===== config.mk =====
export PLATFORM = sky130hd
export DESIGN_NAME = spi_arb
export DESIGN_NICKNAME = d
export VERILOG_FILES = /design/src/rtl/spi_arb.sv
export SDC_FILE = /design/constraint.sdc
export NUM_CORES = 1
export LEC_CHECK = 0
export BUFFER_PORTS_ARGS = -buffer_cell sky130_fd_sc_hd__buf_2
export CORE_AREA = 4 4 83 85
export DETAILED_ROUTE_END_ITERATION = 8
export DIE_AREA = 0 0 87 89
export PLACE_DENSITY = 0.71
export SYNTH_ARGS = -nofsm -noshare
export SYNTH_HDL_FRONTEND = slang
export SYNTH_SLANG_ARGS = --single-unit

===== constraint.sdc =====
create_clock -name clk -period 3 [get_ports clk]
set_input_delay 0.15 -clock clk [delete_from_list [all_inputs] [get_ports clk]]
set_output_delay 0.15 -clock clk [all_outputs]
set_load 0.1 [all_outputs]

===== src/rtl/spi_arb.sv =====
// spi_arb: two-requester front end for a single SPI master.
// Accepts 16-bit commands from requester 0 (inertial) and requester 1
// (auxiliary client), launches one SPI transaction at a time, returns read
// data and completion to the owner, keeps ownership across locked bursts,
// and releases the bus through a watchdog if the SPI master never finishes.
//
// state | meaning
// ------+-----------------------------------------------------------
// IDLE  | bus free; grant a lone request, or !last when both request
// XFER  | transaction in flight; wait for spi_done rising edge or timeout
// HOLD  | owner keeps the bus between locked transactions
module spi_arb #(
    parameter int TMO_CYC = 4096
) (
    input  logic        clk,
    input  logic        rst_n,
    input  logic        req0,
    input  logic        req1,
    input  logic        lock0,
    input  logic        lock1,
    input  logic [15:0] cmd0,
    input  logic [15:0] cmd1,
    output logic        ack0,
    output logic        ack1,
    output logic        done0,
    output logic        done1,
    output logic [15:0] rd_data,
    output logic        err,
    output logic [1:0]  gnt,
    output logic        spi_write_en,
    output logic [15:0] wt_data,
    input  logic        spi_done,
    input  logic [15:0] spi_rd
);

    localparam logic [1:0] ST_IDLE = 2'd0;
    localparam logic [1:0] ST_XFER = 2'd1;
    localparam logic [1:0] ST_HOLD = 2'd2;

    localparam int             CNT_W    = (TMO_CYC > 1) ? $clog2(TMO_CYC) : 1;
    localparam logic [CNT_W-1:0] CNT_LAST = CNT_W'(TMO_CYC - 1);

    logic [1:0]       r_state;
    logic             r_last;
    logic             r_owner;
    logic [CNT_W-1:0] r_cnt;
    logic             r_spi_done_q;

    logic             r_ack0;
    logic             r_ack1;
    logic             r_done0;
    logic             r_done1;
    logic             r_err;
    logic [15:0]      r_rd_data;
    logic [1:0]       r_gnt;
    logic             r_spi_we;
    logic [15:0]      r_wt_data;

    logic             w_spi_rise;
    logic             w_req_own;
    logic             w_lock_own;
    logic             w_pick;
    logic             w_launch;
    logic             w_launch_id;
    logic [15:0]      w_cmd;
    logic             w_complete;
    logic             w_timeout;
    logic             w_finish;
    logic             w_release;
    logic             w_bad_state;
    logic [1:0]       w_state_nxt;

    // Decode arbitration, launch and completion events for the current cycle.
    always_comb begin
        w_spi_rise  = spi_done & ~r_spi_done_q;
        w_req_own   = r_owner ? req1 : req0;
        w_lock_own  = r_owner ? lock1 : lock0;
        // On a tie the requester that did not win last time goes first.
        w_pick      = (req0 & req1) ? ~r_last : req1;
        w_bad_state = (r_state != ST_IDLE) && (r_state != ST_XFER) &&
                      (r_state != ST_HOLD);

        w_launch    = 1'b0;
        w_launch_id = 1'b0;
        w_complete  = 1'b0;
        w_timeout   = 1'b0;
        w_release   = 1'b0;

        case (r_state)
            ST_IDLE: begin
                w_launch    = req0 | req1;
                w_launch_id = w_pick;
            end
            ST_XFER: begin
                // A real completion wins over a coincident watchdog expiry.
                w_complete = w_spi_rise;
                w_timeout  = ~w_spi_rise && (r_cnt == CNT_LAST);
                w_release  = (w_complete & ~w_lock_own) | w_timeout;
            end
            ST_HOLD: begin
                w_launch    = w_req_own;
                w_launch_id = r_owner;
                w_release   = ~w_req_own & ~w_lock_own;
            end
            default: begin
                w_launch    = 1'b0;
                w_launch_id = 1'b0;
            end
        endcase

        w_cmd    = w_launch_id ? cmd1 : cmd0;
        w_finish = w_complete | w_timeout;
    end

    // Next-state selection.
    always_comb begin
        w_state_nxt = r_state;
        case (r_state)
            ST_IDLE: begin
                if (w_launch) begin
                    w_state_nxt = ST_XFER;
                end
            end
            ST_XFER: begin
                if (w_complete) begin
                    w_state_nxt = w_lock_own ? ST_HOLD : ST_IDLE;
                end else if (w_timeout) begin
                    w_state_nxt = ST_IDLE;
                end
            end
            ST_HOLD: begin
                if (w_launch) begin
                    w_state_nxt = ST_XFER;
                end else if (w_release) begin
                    w_state_nxt = ST_IDLE;
                end
            end
            default: begin
                w_state_nxt = ST_IDLE;
            end
        endcase
    end

    // State register.
    always_ff @(posedge clk or negedge rst_n) begin
        if (!rst_n) begin
            r_state <= ST_IDLE;
        end else begin
            r_state <= w_state_nxt;
        end
    end

    // Fairness memory and current owner; a HOLD relaunch keeps both as they are.
    always_ff @(posedge clk or negedge rst_n) begin
        if (!rst_n) begin
            r_last  <= 1'b1;
            r_owner <= 1'b0;
        end else if (w_launch && (r_state == ST_IDLE)) begin
            r_last  <= w_pick;
            r_owner <= w_pick;
        end
    end

    // Watchdog: counts cycles spent in XFER since the launch.
    always_ff @(posedge clk or negedge rst_n) begin
        if (!rst_n) begin
            r_cnt <= '0;
        end else if (w_bad_state || w_launch) begin
            r_cnt <= '0;
        end else if ((r_state == ST_XFER) && !w_finish) begin
            r_cnt <= r_cnt + CNT_W'(1);
        end
    end

    // Delayed spi_done for edge detection, tracked in every state so a level
    // left high from the previous transaction is not seen as a new edge.
    always_ff @(posedge clk or negedge rst_n) begin
        if (!rst_n) begin
            r_spi_done_q <= 1'b0;
        end else begin
            r_spi_done_q <= spi_done;
        end
    end

    // Launch-side outputs: write strobe, command word and acknowledge pulses.
    always_ff @(posedge clk or negedge rst_n) begin
        if (!rst_n) begin
            r_spi_we  <= 1'b0;
            r_ack0    <= 1'b0;
            r_ack1    <= 1'b0;
            r_wt_data <= '0;
        end else if (w_bad_state) begin
            r_spi_we  <= 1'b0;
            r_ack0    <= 1'b0;
            r_ack1    <= 1'b0;
            r_wt_data <= '0;
        end else begin
            r_spi_we <= w_launch;
            r_ack0   <= w_launch & ~w_launch_id;
            r_ack1   <= w_launch & w_launch_id;
            if (w_launch) begin
                r_wt_data <= w_cmd;
            end
        end
    end

    // Completion-side outputs; a timeout leaves the previous read word in place.
    always_ff @(posedge clk or negedge rst_n) begin
        if (!rst_n) begin
            r_done0   <= 1'b0;
            r_done1   <= 1'b0;
            r_err     <= 1'b0;
            r_rd_data <= '0;
        end else if (w_bad_state) begin
            r_done0   <= 1'b0;
            r_done1   <= 1'b0;
            r_err     <= 1'b0;
            r_rd_data <= '0;
        end else begin
            r_done0 <= w_finish & ~r_owner;
            r_done1 <= w_finish & r_owner;
            r_err   <= w_timeout;
            if (w_complete) begin
                r_rd_data <= spi_rd;
            end
        end
    end

    // One-hot grant: set on launch, cleared whenever the bus is released.
    always_ff @(posedge clk or negedge rst_n) begin
        if (!rst_n) begin
            r_gnt <= 2'b00;
        end else if (w_bad_state) begin
            r_gnt <= 2'b00;
        end else if (w_launch) begin
            r_gnt <= w_launch_id ? 2'b10 : 2'b01;
        end else if (w_release) begin
            r_gnt <= 2'b00;
        end
    end

    assign ack0         = r_ack0;
    assign ack1         = r_ack1;
    assign done0        = r_done0;
    assign done1        = r_done1;
    assign err          = r_err;
    assign rd_data      = r_rd_data;
    assign gnt          = r_gnt;
    assign spi_write_en = r_spi_we;
    assign wt_data      = r_wt_data;

endmodule

==> key figures, run 1 <==
Worst setup path
  – Cell Chain, Critical Path: inv_1, ha_1, inv_1, or3b_1, nor4_2, o31a_2, mux2_2
  – CP required: around 3.2 ns
  – R2r setup slk: 0.67 ns
  – Crit path depth: 7
  – Largest stage delay, worst path: 0.51 ns
  – Critical Path Start Type: flip-flop
  – Worst setup EP type: flip-flop
  – R2R cell count: 7
  – Crit-path leading delay family: simple AND/OR/NAND/NOR gates
  – WS Path Type: reg -> reg
  – Slowest CP cell: or3b_1
  – Cell mode on critical path: inv_1
  – Critical path fanouts, max: 8
  – Worst flop-to-flop path startpoint: r_state[1]$_DFFE_PN0P_
  – Buf+Inv Stages, Crit Path: 2
  – Reg2reg end: r_state[1]$_DFFE_PN0P_
  – CP arrival: roughly 2.5 ns

STA
  – Total negative slack: 0 ns
  – Final Hold Fails: 0
  – Setup-failing EPs final: 0
  – Minimum clock period: ~2.3 ns
  – RSZ-0062 raised after global routing: false
  – Worst Tran Pin Value: about 0.77 ns
  – Clock Skew: slightly below 0.006 ns
  – Max Slew Vio Count: 0
  – Slew margin rel.: 0.4856
  – Upper clock frequency limit: between 400 and 500 MHz
  – Final worst-path cycle share: 0.7774

Synth
  – Predominant post-synthesis flop cell: dfrtp_1
  – Synth area leaders: dfrtp_1 (52%), mux2i_1 (7.0%), nand2_1 (5.7%)
  – Mapped Nets: around 340
  – Seq cells post-synth: 57
  – Post-synthesis cell area: 0.002714 mm2
  – Leading area contributor after synthesis: dfrtp_1
  – Mean area per synthesized cell: 9.833 um2
  – FFs w/ async S/R, synth: 1.000
  – Post-synth cell types: 38
  – Register area share after synthesis: 0.5260
  – Share of the synthesized area in the top cell type: 0.5164
  – Mapped Cells: about 280
  – Synth warn: 0
  – Most numerous cell in the Yosys netlist: dfrtp_1
  – Top post-synthesis cells by count: dfrtp_1 (56), nand2_1 (41), nor2_1 (40)
  – Post-synth EDFFs: 0

CTS
  – Num CTS Buffers: 9
  – Resized cells post-CTS: 0
  – Max Root-Sink Buffers: 2
  – CTS Root Cell: clkbuf_8
  – TritonCTS clock tree: done
  – H-tree depth: 3
  – Clock Latency Late Sink: around 0.33 ns
  – Clk slew on worst S/H paths: 0.06 ns
  – Setup Buffers After CTS: 0
  – Total clock sinks: between 50 and 60

Floorplanning
  – Die outline height: 89 um
  – Rows: 29
  – Initial Utilization: 0.4374
  – Core area: about 0.0062 mm2
  – Die area: between 0.007 and 0.008 mm2
  – Die width: 87 um
  – I/O pins: 95

Cells and area
  – Final #Nets: between 400 and 500
  – Share of cells above drive strength 1: 0.3369
  – Fillers: about 570
  – Area grow syn2layout: 28.77%
  – Antenna diodes: 0

Place
  – GP Congestion: ~0.8
  – # port buffers: 94
  – Hpwl dp: 4364 um

Detailed routing
  – Detailed Routing Iterations Pass 1: 4
  – DR WL/cell: between 10 and 15 um
  – DRC viols: 0
  – Vias: between 2,000 and 2,500
  – Drt via density: roughly 5
  – Initial drt markers: 88
  – Antenna Nets Post-Route: 0
  – Final wirelength: a little under 6000 um

GRT
  – Number of global-route vias before repair: 2,209
  – GRT overflow: 0
  – First-pass GRT wire length: between 9000 and 10,000 um
  – Initial antenna violation count: 0
  – Maximum number of pins on one net before global-route repair: 36
  – Total GRT Usage: 0.1634

Run status
  – Status: finished clean

Min path
  – Hold Path Origin: spi_rd[13]
  – Worst Hold Class: in -> reg
  – Hold depth: 3
  – Hold Crit Endpoint: rd_data[13]$_DFFE_PN0P_

Job
  – Max cap viols: 0
cell usage in the layout, fill, tap and decap left out, types with 5 or more instances in the layout:
master / count
buf_2: 94
dfrtp_1: 56
nand2_1: 41
nor2_1: 39
a21oi_1: 23
mux2i_1: 19
a211oi_1: 16
clkbuf_8: 10
xnor2_1: 9
inv_1: 6
ha_1: 6
nor3_1: 5
nand3_1: 5
buf_4: 5
worst max path at each step:
| stage | from | endpoint | slack (ns) |
|---|---|---|---|
| 3_5_place_dp | r_state[1]$_DFFE_PN0P_ | r_state[1]$_DFFE_PN0P_ | 0.69 |
| 5_1_grt | r_state[1]$_DFFE_PN0P_ | gnt[0]$_DFFE_PN0P_ | 0.53 |
| 3_3_place_gp | r_state[1]$_DFFE_PN0P_ | r_state[0]$_DFFE_PN0P_ | 0.77 |
| 2_1_floorplan | r_state[1]$_DFFE_PN0P_ | r_state[0]$_DFFE_PN0P_ | 0.88 |
| 6_report | r_state[1]$_DFFE_PN0P_ | r_state[1]$_DFFE_PN0P_ | 0.67 |
| 4_1_cts | r_state[1]$_DFFE_PN0P_ | r_state[1]$_DFFE_PN0P_ | 0.68 |
state kept, by name, summed over array words and instances (netlist names):
| register | cells |
|---|---|
| spi_write_en | 1 |
| r_cnt | 12 |
| gnt | 2 |
| done1 | 1 |
| err | 1 |
| r_last | 1 |
| ack1 | 1 |
| done0 | 1 |
| wt_data | 16 |
| r_state | 2 |
| r_owner | 1 |
| ack0 | 1 |
| rd_data | 16 |
| r_spi_done_q | 1 |
metrics by stage:
step	setup WS [ns]	area (um2)	util	hold WS, ns	instances
final	0.6678	3495	0.5632	0.04845	454
after global routing	0.5262	3495	0.5632	0.03859	454
after CTS	0.6770	3495	0.5632	0.03425	454
after detailed placement	0.6902	3254	0.5245	0.1592	436
after global placement	0.7702	3254	0.5245	0.1591	436
after floorplan	0.8799	2714	-	-0.1456	276
worst min-delay path, delay by kind of cell:
kind | cells | cell delay [ns]
AO/OA/AOI/OAI | 1 | 0.05
AND/OR/NAND/NOR | 1 | 0.04
buffers and inverters | 1 | 0.09
what timing repair did:
| action | 4_1_cts | 5_1_grt |
|---|---|---|
| hold endpoints to repair | 24 | 0 |
| hold buffers | 2 | 0 |
| endpoints found under the setup margin | 0 | 0 |
cells by family (layout without fill, tap and decap cells):
group           count (synthesis)  count (layout)  synth area share
simple gates                  112             112            0.1895
flops                          57              57            0.5260
compound gates                 48              48            0.1120
buf+inv                        22             123           0.03412
mux                            21              21           0.07838
xor+xnor                       10              10           0.03228
fa+ha+maj                       6               6           0.02766
area by class of cell:
type                    count  area [um2]  area share
clock inverters             5       78.83     0.02256
well taps                  77       96.34     0.02757
repair buffers            101       528.0      0.1511
flip-flops and latches     57        1428      0.4085
inverters                   6       22.52    0.006445
clock buffers              11       141.4     0.04046
multi-input cells         197        1200      0.3434
metal layers:
| metal | GRT usage | up-vias | routed length, um |
|---|---|---|---|
| li1 | - | 1135 | - |
| met1 | 0.2042 | 1047 | 2676 |
| met2 | 0.2609 | 67 | 2739 |
| met3 | 0.06267 | 5 | 473 |
| met4 | 0.05524 | 0 | 61 |
| met5 | 0 | - | 0 |
Power of run 1 is left out: the tool's default activity adds up to more than one toggle a clock period on the data nets, which glitch-free logic cannot reach.
==> inputs of run 2 (changes only) <==
--- a/config.mk
+++ b/config.mk
@@ -5,11 +5,12 @@
 export SDC_FILE = /design/constraint.sdc
 export NUM_CORES = 1
 export LEC_CHECK = 0
+export ABC_AREA = 1
 export BUFFER_PORTS_ARGS = -buffer_cell sky130_fd_sc_hd__buf_2
 export CORE_AREA = 4 4 83 85
 export DETAILED_ROUTE_END_ITERATION = 8
 export DIE_AREA = 0 0 87 89
-export PLACE_DENSITY = 0.71
+export PLACE_DENSITY = 0.74
 export SYNTH_ARGS = -nofsm -noshare
 export SYNTH_HDL_FRONTEND = slang
 export SYNTH_SLANG_ARGS = --single-unit
==> constraint.sdc (replaced) <==
create_clock -name clk -period 2.1 [get_ports clk]
set_input_delay 0.105 -clock clk [delete_from_list [all_inputs] [get_ports clk]]
set_output_delay 0.105 -clock clk [all_outputs]
set_load 0.1 [all_outputs]
==> run 2 against run 1 <==
Compared with the run above:
- synthesized area up 0.55%
- core utilization up 7.7 points
- register-to-register slack worse by 0.43 ns
- clock skew up 0.0047 ns
- wire length up 29%
- final cell count up 25%
- worst setup slack worse by 0.43 ns
- first-iteration DRC count up 92%
- fmax up 26%
- sequential share of layout area down 4.9 points
- critical path type unchanged
==> key figures, run 2 <==
Cells and area
  – Share of cells above drive strength 1: 0.2541
  – Final #Nets: roughly 550
  – Most common cell after layout, fill and taps aside: nand2_1
  – Area grow syn2layout: 45.48%
  – Commonest cells after routing, fill and taps aside: nand2_1 (118), buf_2 (94), dfrtp_1 (56), nand3_1 (52), dlygate4sd3_1 (46)
  – Antenna diodes: 0

Synth
  – Most numerous cell in the Yosys netlist: nand2_1
  – Share of the synthesized area in the top cell type: 0.5135
  – Top post-synthesis cells by count: nand2_1 (118), dfrtp_1 (56), nand3_1 (52)
  – Synth area leaders: dfrtp_1 (51%), nand2_1 (16%), nand3_1 (9.5%)
  – Leading area contributor after synthesis: dfrtp_1
  – Mapped Cells: approximately 340
  – Mapped Nets: roughly 400
  – Seq cells post-synth: 57
  – Predominant post-synthesis flop cell: dfrtp_1
  – Post-synthesis cell area: 0.002729 mm2
  – Synth warn: 0
  – Register area share after synthesis: 0.5232
  – FFs w/ async S/R, synth: 1.000
  – Post-synth EDFFs: 0
  – Post-synth cell types: 26
  – Mean area per synthesized cell: ~8.1 um2

Floorplanning
  – Core area: 0.006205 mm2
  – Die width: around 87 um
  – Initial Utilization: 0.4398
  – Die area: roughly 0.0077 mm2
  – Die outline height: 89 um
  – Rows: 29
  – I/O pins: 95

Job
  – Max cap viols: 0

STA
  – RSZ-0062 raised after global routing: false
  – Setup-failing EPs final: 0
  – Upper clock frequency limit: roughly 540 MHz
  – Total negative slack: 0 ns
  – Clock Skew: 0.01053 ns
  – Final Hold Fails: 0
  – Slew margin rel.: 0.5782
  – Max Slew Vio Count: 0
  – Minimum clock period: approximately 1.9 ns
  – Final worst-path cycle share: 0.8844
  – Worst Tran Pin Value: roughly 0.63 ns

Place
  – # port buffers: 94
  – Hpwl dp: a little under 5000 um
  – GP Congestion: about 0.92

Detailed routing
  – Drt via density: about 5
  – Antenna Nets Post-Route: 0
  – Initial drt markers: about 170
  – Final wirelength: approximately 7700 um
  – Detailed Routing Iterations Pass 1: 4
  – DR WL/cell: between 10 and 15 um
  – DRC viols: 0
  – Vias: roughly 2,800

Worst setup path
  – CP required: 2.37 ns
  – Crit-path leading delay family: compound AO/OA/AOI/OAI gates
  – Critical Path Start Type: flip-flop
  – Cell Chain, Critical Path: inv_1, ha_1, inv_1, o21ai_2, nand2_4, a21oi_4, nand2_1, nand3_1
  – Worst setup EP type: flip-flop
  – CP arrival: ~2.1 ns
  – Cell mode on critical path: inv_1
  – Slowest CP cell: dfrtp_1
  – Largest stage delay, worst path: 0.42 ns
  – Critical path fanouts, max: 18
  – WS Path Type: reg -> reg
  – Worst setup startpoint: r_state[0]$_DFFE_PN0P_
  – Buf+Inv Stages, Crit Path: 2
  – Worst flop-to-flop path startpoint: r_state[0]$_DFFE_PN0P_

CTS
  – Setup Buffers After CTS: 0
  – Resized cells post-CTS: 0
  – CTS Root Cell: clkbuf_8
  – H-tree depth: 3
  – Total clock sinks: 57
  – Clock Latency Late Sink: about 0.33 ns
  – Num CTS Buffers: 9
  – Cts hold-fix bufs: 46
  – TritonCTS clock tree: done
  – Clk slew on worst S/H paths: ~0.060 ns
  – Max Root-Sink Buffers: 2

GRT
  – Global Route met2 Usage: 0.3340
  – Initial antenna violation count: 0
  – GR Layer Usage met1: 0.2649
  – Most Crowded Layer GR: met2
  – First-pass GRT wire length: between 10,000 and 15,000 um
  – Number of global-route vias before repair: between 2,000 and 3,000
  – Maximum number of pins on one net before global-route repair: 32
  – GRT met3 Usage: 0.04793
  – GRT overflow: 0
  – Total GRT Usage: 0.2101

Min path
  – Hold Path Origin: spi_rd[4]
  – Worst Hold Class: in -> reg

Run status
  – Status: finished clean
run 2: worst register-to-register path: stages, from the launching register on:
cell and delay [ns]:
dfrtp_1 0.42, inv_1 0.10, ha_1 0.19, inv_1 0.09, o21ai_2 0.22, nand2_4 0.10, a21oi_4 0.42, nand2_1 0.15
nand3_1 0.10
run 2: layer usage:
metal	vias up	wire [um]	share of wire
met1	1294	3147	0.41
met4	0	274	0.036
met2	111	3785	0.49
met5	-	0	0
li1	1389	-	-
met3	24	476	0.062
run 2: worst paths after layout:
| path | to | slack [ns] | depth (start not counted) |
|---|---|---|---|
| worst max-delay path | wt_data[11]$_DFFE_PN0N_ | 0.24 | 8 |
| worst min-delay path | rd_data[4]$_DFFE_PN0P_ | 0.01 | 3 |
| worst min register to register | r_last$_DFFE_PN1P_ | 0.48 | 2 |
| min in group asynchronous | r_owner$_DFFE_PN0P_ | 0.33 | 2 |
| max in group asynchronous | r_last$_DFFE_PN1P_ | 1.12 | 3 |
| worst max register to register | wt_data[11]$_DFFE_PN0N_ | 0.24 | 8 |
run 2: cell type report:
class                      count  area, um2
tap                           77      96.34
sequential                    57       1428
multi-input combinational    245       1146
clock inverter                 3      40.04
timing repair buffer         148       1003
fill                         496       2235
clock buffer                  13      158.9
inverter                      26      97.59
run 2: kinds of logic after synthesis:
family / count (synthesis) / synth area share
adder cells (fa/ha/maj): 6 / 0.02751
AND/OR/NAND/NOR: 210 / 0.3320
buffers and inverters: 36 / 0.05685
flip-flops: 57 / 0.5232
AO/OA/AOI/OAI: 29 / 0.06052
run 2: metrics by stage:
step	instance area [um2]	utilization	hold WS, ns	instances	setup slack [ns]
final	3970	0.6398	0.01429	569	0.2427
after global routing	3970	0.6398	0.01068	569	0.02967
after CTS	3970	0.6398	0.002137	569	0.2591
after detailed placement	3311	0.5336	0.1655	507	0.2672
after global placement	3311	0.5336	0.1652	507	0.3685
after floorplan	2729	-	-0.1906	338	0.5429
Power of run 2 is left out for the same reason.
==> inputs of run 3 (changes only) <==
--- a/config.mk
+++ b/config.mk
@@ -5,7 +5,7 @@
 export SDC_FILE = /design/constraint.sdc
 export NUM_CORES = 1
 export LEC_CHECK = 0
-export ABC_AREA = 1
+export ABC_AREA = 0
 export BUFFER_PORTS_ARGS = -buffer_cell sky130_fd_sc_hd__buf_2
 export CORE_AREA = 4 4 83 85
 export DETAILED_ROUTE_END_ITERATION = 8
==> run 3 against run 2 <==
Compared with the run above:
- non-clock buffer count down 19
- sequential share of layout area up 2.0 points
- count of clock-buffer cells in the layout down 4
- critical endpoint is now r_state[0]$_DFFE_PN0P_
- global-route usage down 2.5 points
- register-to-register slack worse by 0.21 ns
==> key figures, run 3 (synthesis gave the netlist of run 1 again) <==
Worst setup path
  – Reg2reg end: r_state[0]$_DFFE_PN0P_
  – CP arrival: 2.30 ns
  – Critical Path Start Type: flip-flop
  – R2r setup slk: around 0.030 ns
  – CP required: between 2 and 2.5 ns
  – Worst setup EP type: flip-flop
  – Critical path fanouts, max: 2
  – Worst flop-to-flop path startpoint: r_state[1]$_DFFE_PN0P_
  – R2R cell count: 7
  – WS Path Type: reg -> reg

Cells and area
  – Antenna diodes: 0
  – Design Area, Final: about 0.0038 mm2
  – Fillers: 520
  – Commonest cells after routing, fill and taps aside: buf_2 (94), dfrtp_1 (56), nand2_1 (40), nor2_1 (38), buf_4 (20)
  – Area grow syn2layout: 38.45%
  – Share of cells above drive strength 1: 0.3778
  – Final core occ: 0.6056
  – Final #Nets: around 460
  – Most common cell after layout, fill and taps aside: buf_2

GRT
  – First-pass GRT wire length: approximately 11,000 um
  – GRT overflow: 0
  – Maximum number of pins on one net before global-route repair: 35
  – Number of global-route vias before repair: 2,351
  – Total GRT Usage: 0.1852
  – Initial antenna violation count: 0

CTS
  – TritonCTS clock tree: done
  – Clk slew on worst S/H paths: 0.07 ns
  – Num CTS Buffers: 9
  – CTS Root Cell: clkbuf_8
  – Clock Latency Late Sink: 0.34 ns
  – Max Root-Sink Buffers: 2
  – H-tree depth: 3
  – Total clock sinks: 57

Detailed routing
  – Vias: roughly 2,400
  – DR WL/cell: roughly 14 um
  – Antenna Nets Post-Route: 0
  – Initial drt markers: around 140
  – Drt via density: about 5
  – Final wirelength: 6806 um
  – Detailed Routing Iterations Pass 1: 5
  – DRC viols: 0

Floorplanning
  – I/O pins: 95
  – Die area: between 0.007 and 0.008 mm2
  – Initial Utilization: 0.4374
  – Core area: roughly 0.0062 mm2
  – Die width: around 87 um
  – Die outline height: 89 um
  – Rows: 29

STA
  – Clock Skew: around 0.0090 ns
  – Max Slew Vio Count: 0
  – Final worst-path cycle share: 0.9857
  – Worst Tran Pin Value: 0.7518 ns
  – Setup-failing EPs final: 0
  – Final Hold Fails: 0
  – RSZ-0062 raised after global routing: true
  – Upper clock frequency limit: a little under 500 MHz
  – Minimum clock period: about 2.1 ns
  – Slew margin rel.: 0.4988

Place
  – Dpl cell area: 0.003361 mm2
  – # port buffers: 94
  – Hpwl dp: slightly below 5000 um
  – GP Congestion: between 0.7 and 0.8

Min path
  – Hold Path Origin: spi_rd[5]
  – Hold depth: 3
  – Worst Hold Class: in -> reg
  – Hold Crit Endpoint: rd_data[5]$_DFFE_PN0P_

Job
  – Max cap viols: 0

Run status
  – Status: finished clean
## run 3: worst max-delay path: stages, from the launching register on
cell,delay (ns)
dfrtp_1,0.40
inv_2,0.07
ha_2,0.18
inv_1,0.05
or3b_4,0.41
nor4_4,0.31
o31a_2,0.21
mux2_2,0.34
## run 3: worst max-delay path by stage
| stage | startpoint | endpoint | slack, ns | depth (start not counted) |
|---|---|---|---|---|
| after global placement | r_state[1]$_DFFE_PN0P_ | r_state[1]$_DFFE_PN0P_ | 0.11 | 7 |
| after CTS | r_state[1]$_DFFE_PN0P_ | r_state[0]$_DFFE_PN0P_ | 0.02 | 7 |
| after global routing | r_state[1]$_DFFE_PN0P_ | r_state[0]$_DFFE_PN0P_ | -0.03 | 7 |
| final | r_state[1]$_DFFE_PN0P_ | r_state[0]$_DFFE_PN0P_ | 0.03 | 7 |
| after floorplan | r_state[1]$_DFFE_PN0P_ | r_state[0]$_DFFE_PN0P_ | 0.006 | 8 |
| after detailed placement | r_state[1]$_DFFE_PN0P_ | r_state[1]$_DFFE_PN0P_ | 0.03 | 7 |
## run 3: layer usage
layer / GRT usage / routed length [um]
met5: 0 / 0
met4: 0.06941 / 135
met3: 0.06820 / 486
met2: 0.3106 / 3402
met1: 0.2180 / 2782
## run 3: cell type report
cell class	count	area [um2]	share of cell area
Inverter	6	22.52	0.005994
Tap cell	77	96.34	0.02564
Timing Repair Buffer	129	770.7	0.2051
Clock buffer	9	123.9	0.03297
Multi-Input combinational cell	197	1236	0.3290
Sequential cell	57	1428	0.3800
Clock inverter	7	80.08	0.02131
## run 3: metrics by stage
stage,worst slack (ns),setup TNS (ns),cells,hold slack (ns)
final,0.03006,0,482,0.007331
after global routing,-0.02619,-0.09078,482,0.01306
after CTS,0.01699,0,480,0.002280
after detailed placement,0.03492,0,449,0.2285
after global placement,0.1094,0,449,0.2187
after floorplan,0.006384,0,276,-0.1906
## run 3: repair_timing
| item | 4_1_cts | 5_1_grt |
|---|---|---|
| cloned | 0 | 0 |
| endpoints found under the hold margin | 45 | 0 |
| hold buffers | 15 | 0 |
| setup buffers | 0 | 2 |
| pin swaps | 1 | 3 |
| gates resized for setup | 0 | 11 |
| endpoints found under the setup margin | 1 | 8 |
Power of run 3 is left out for the same reason.
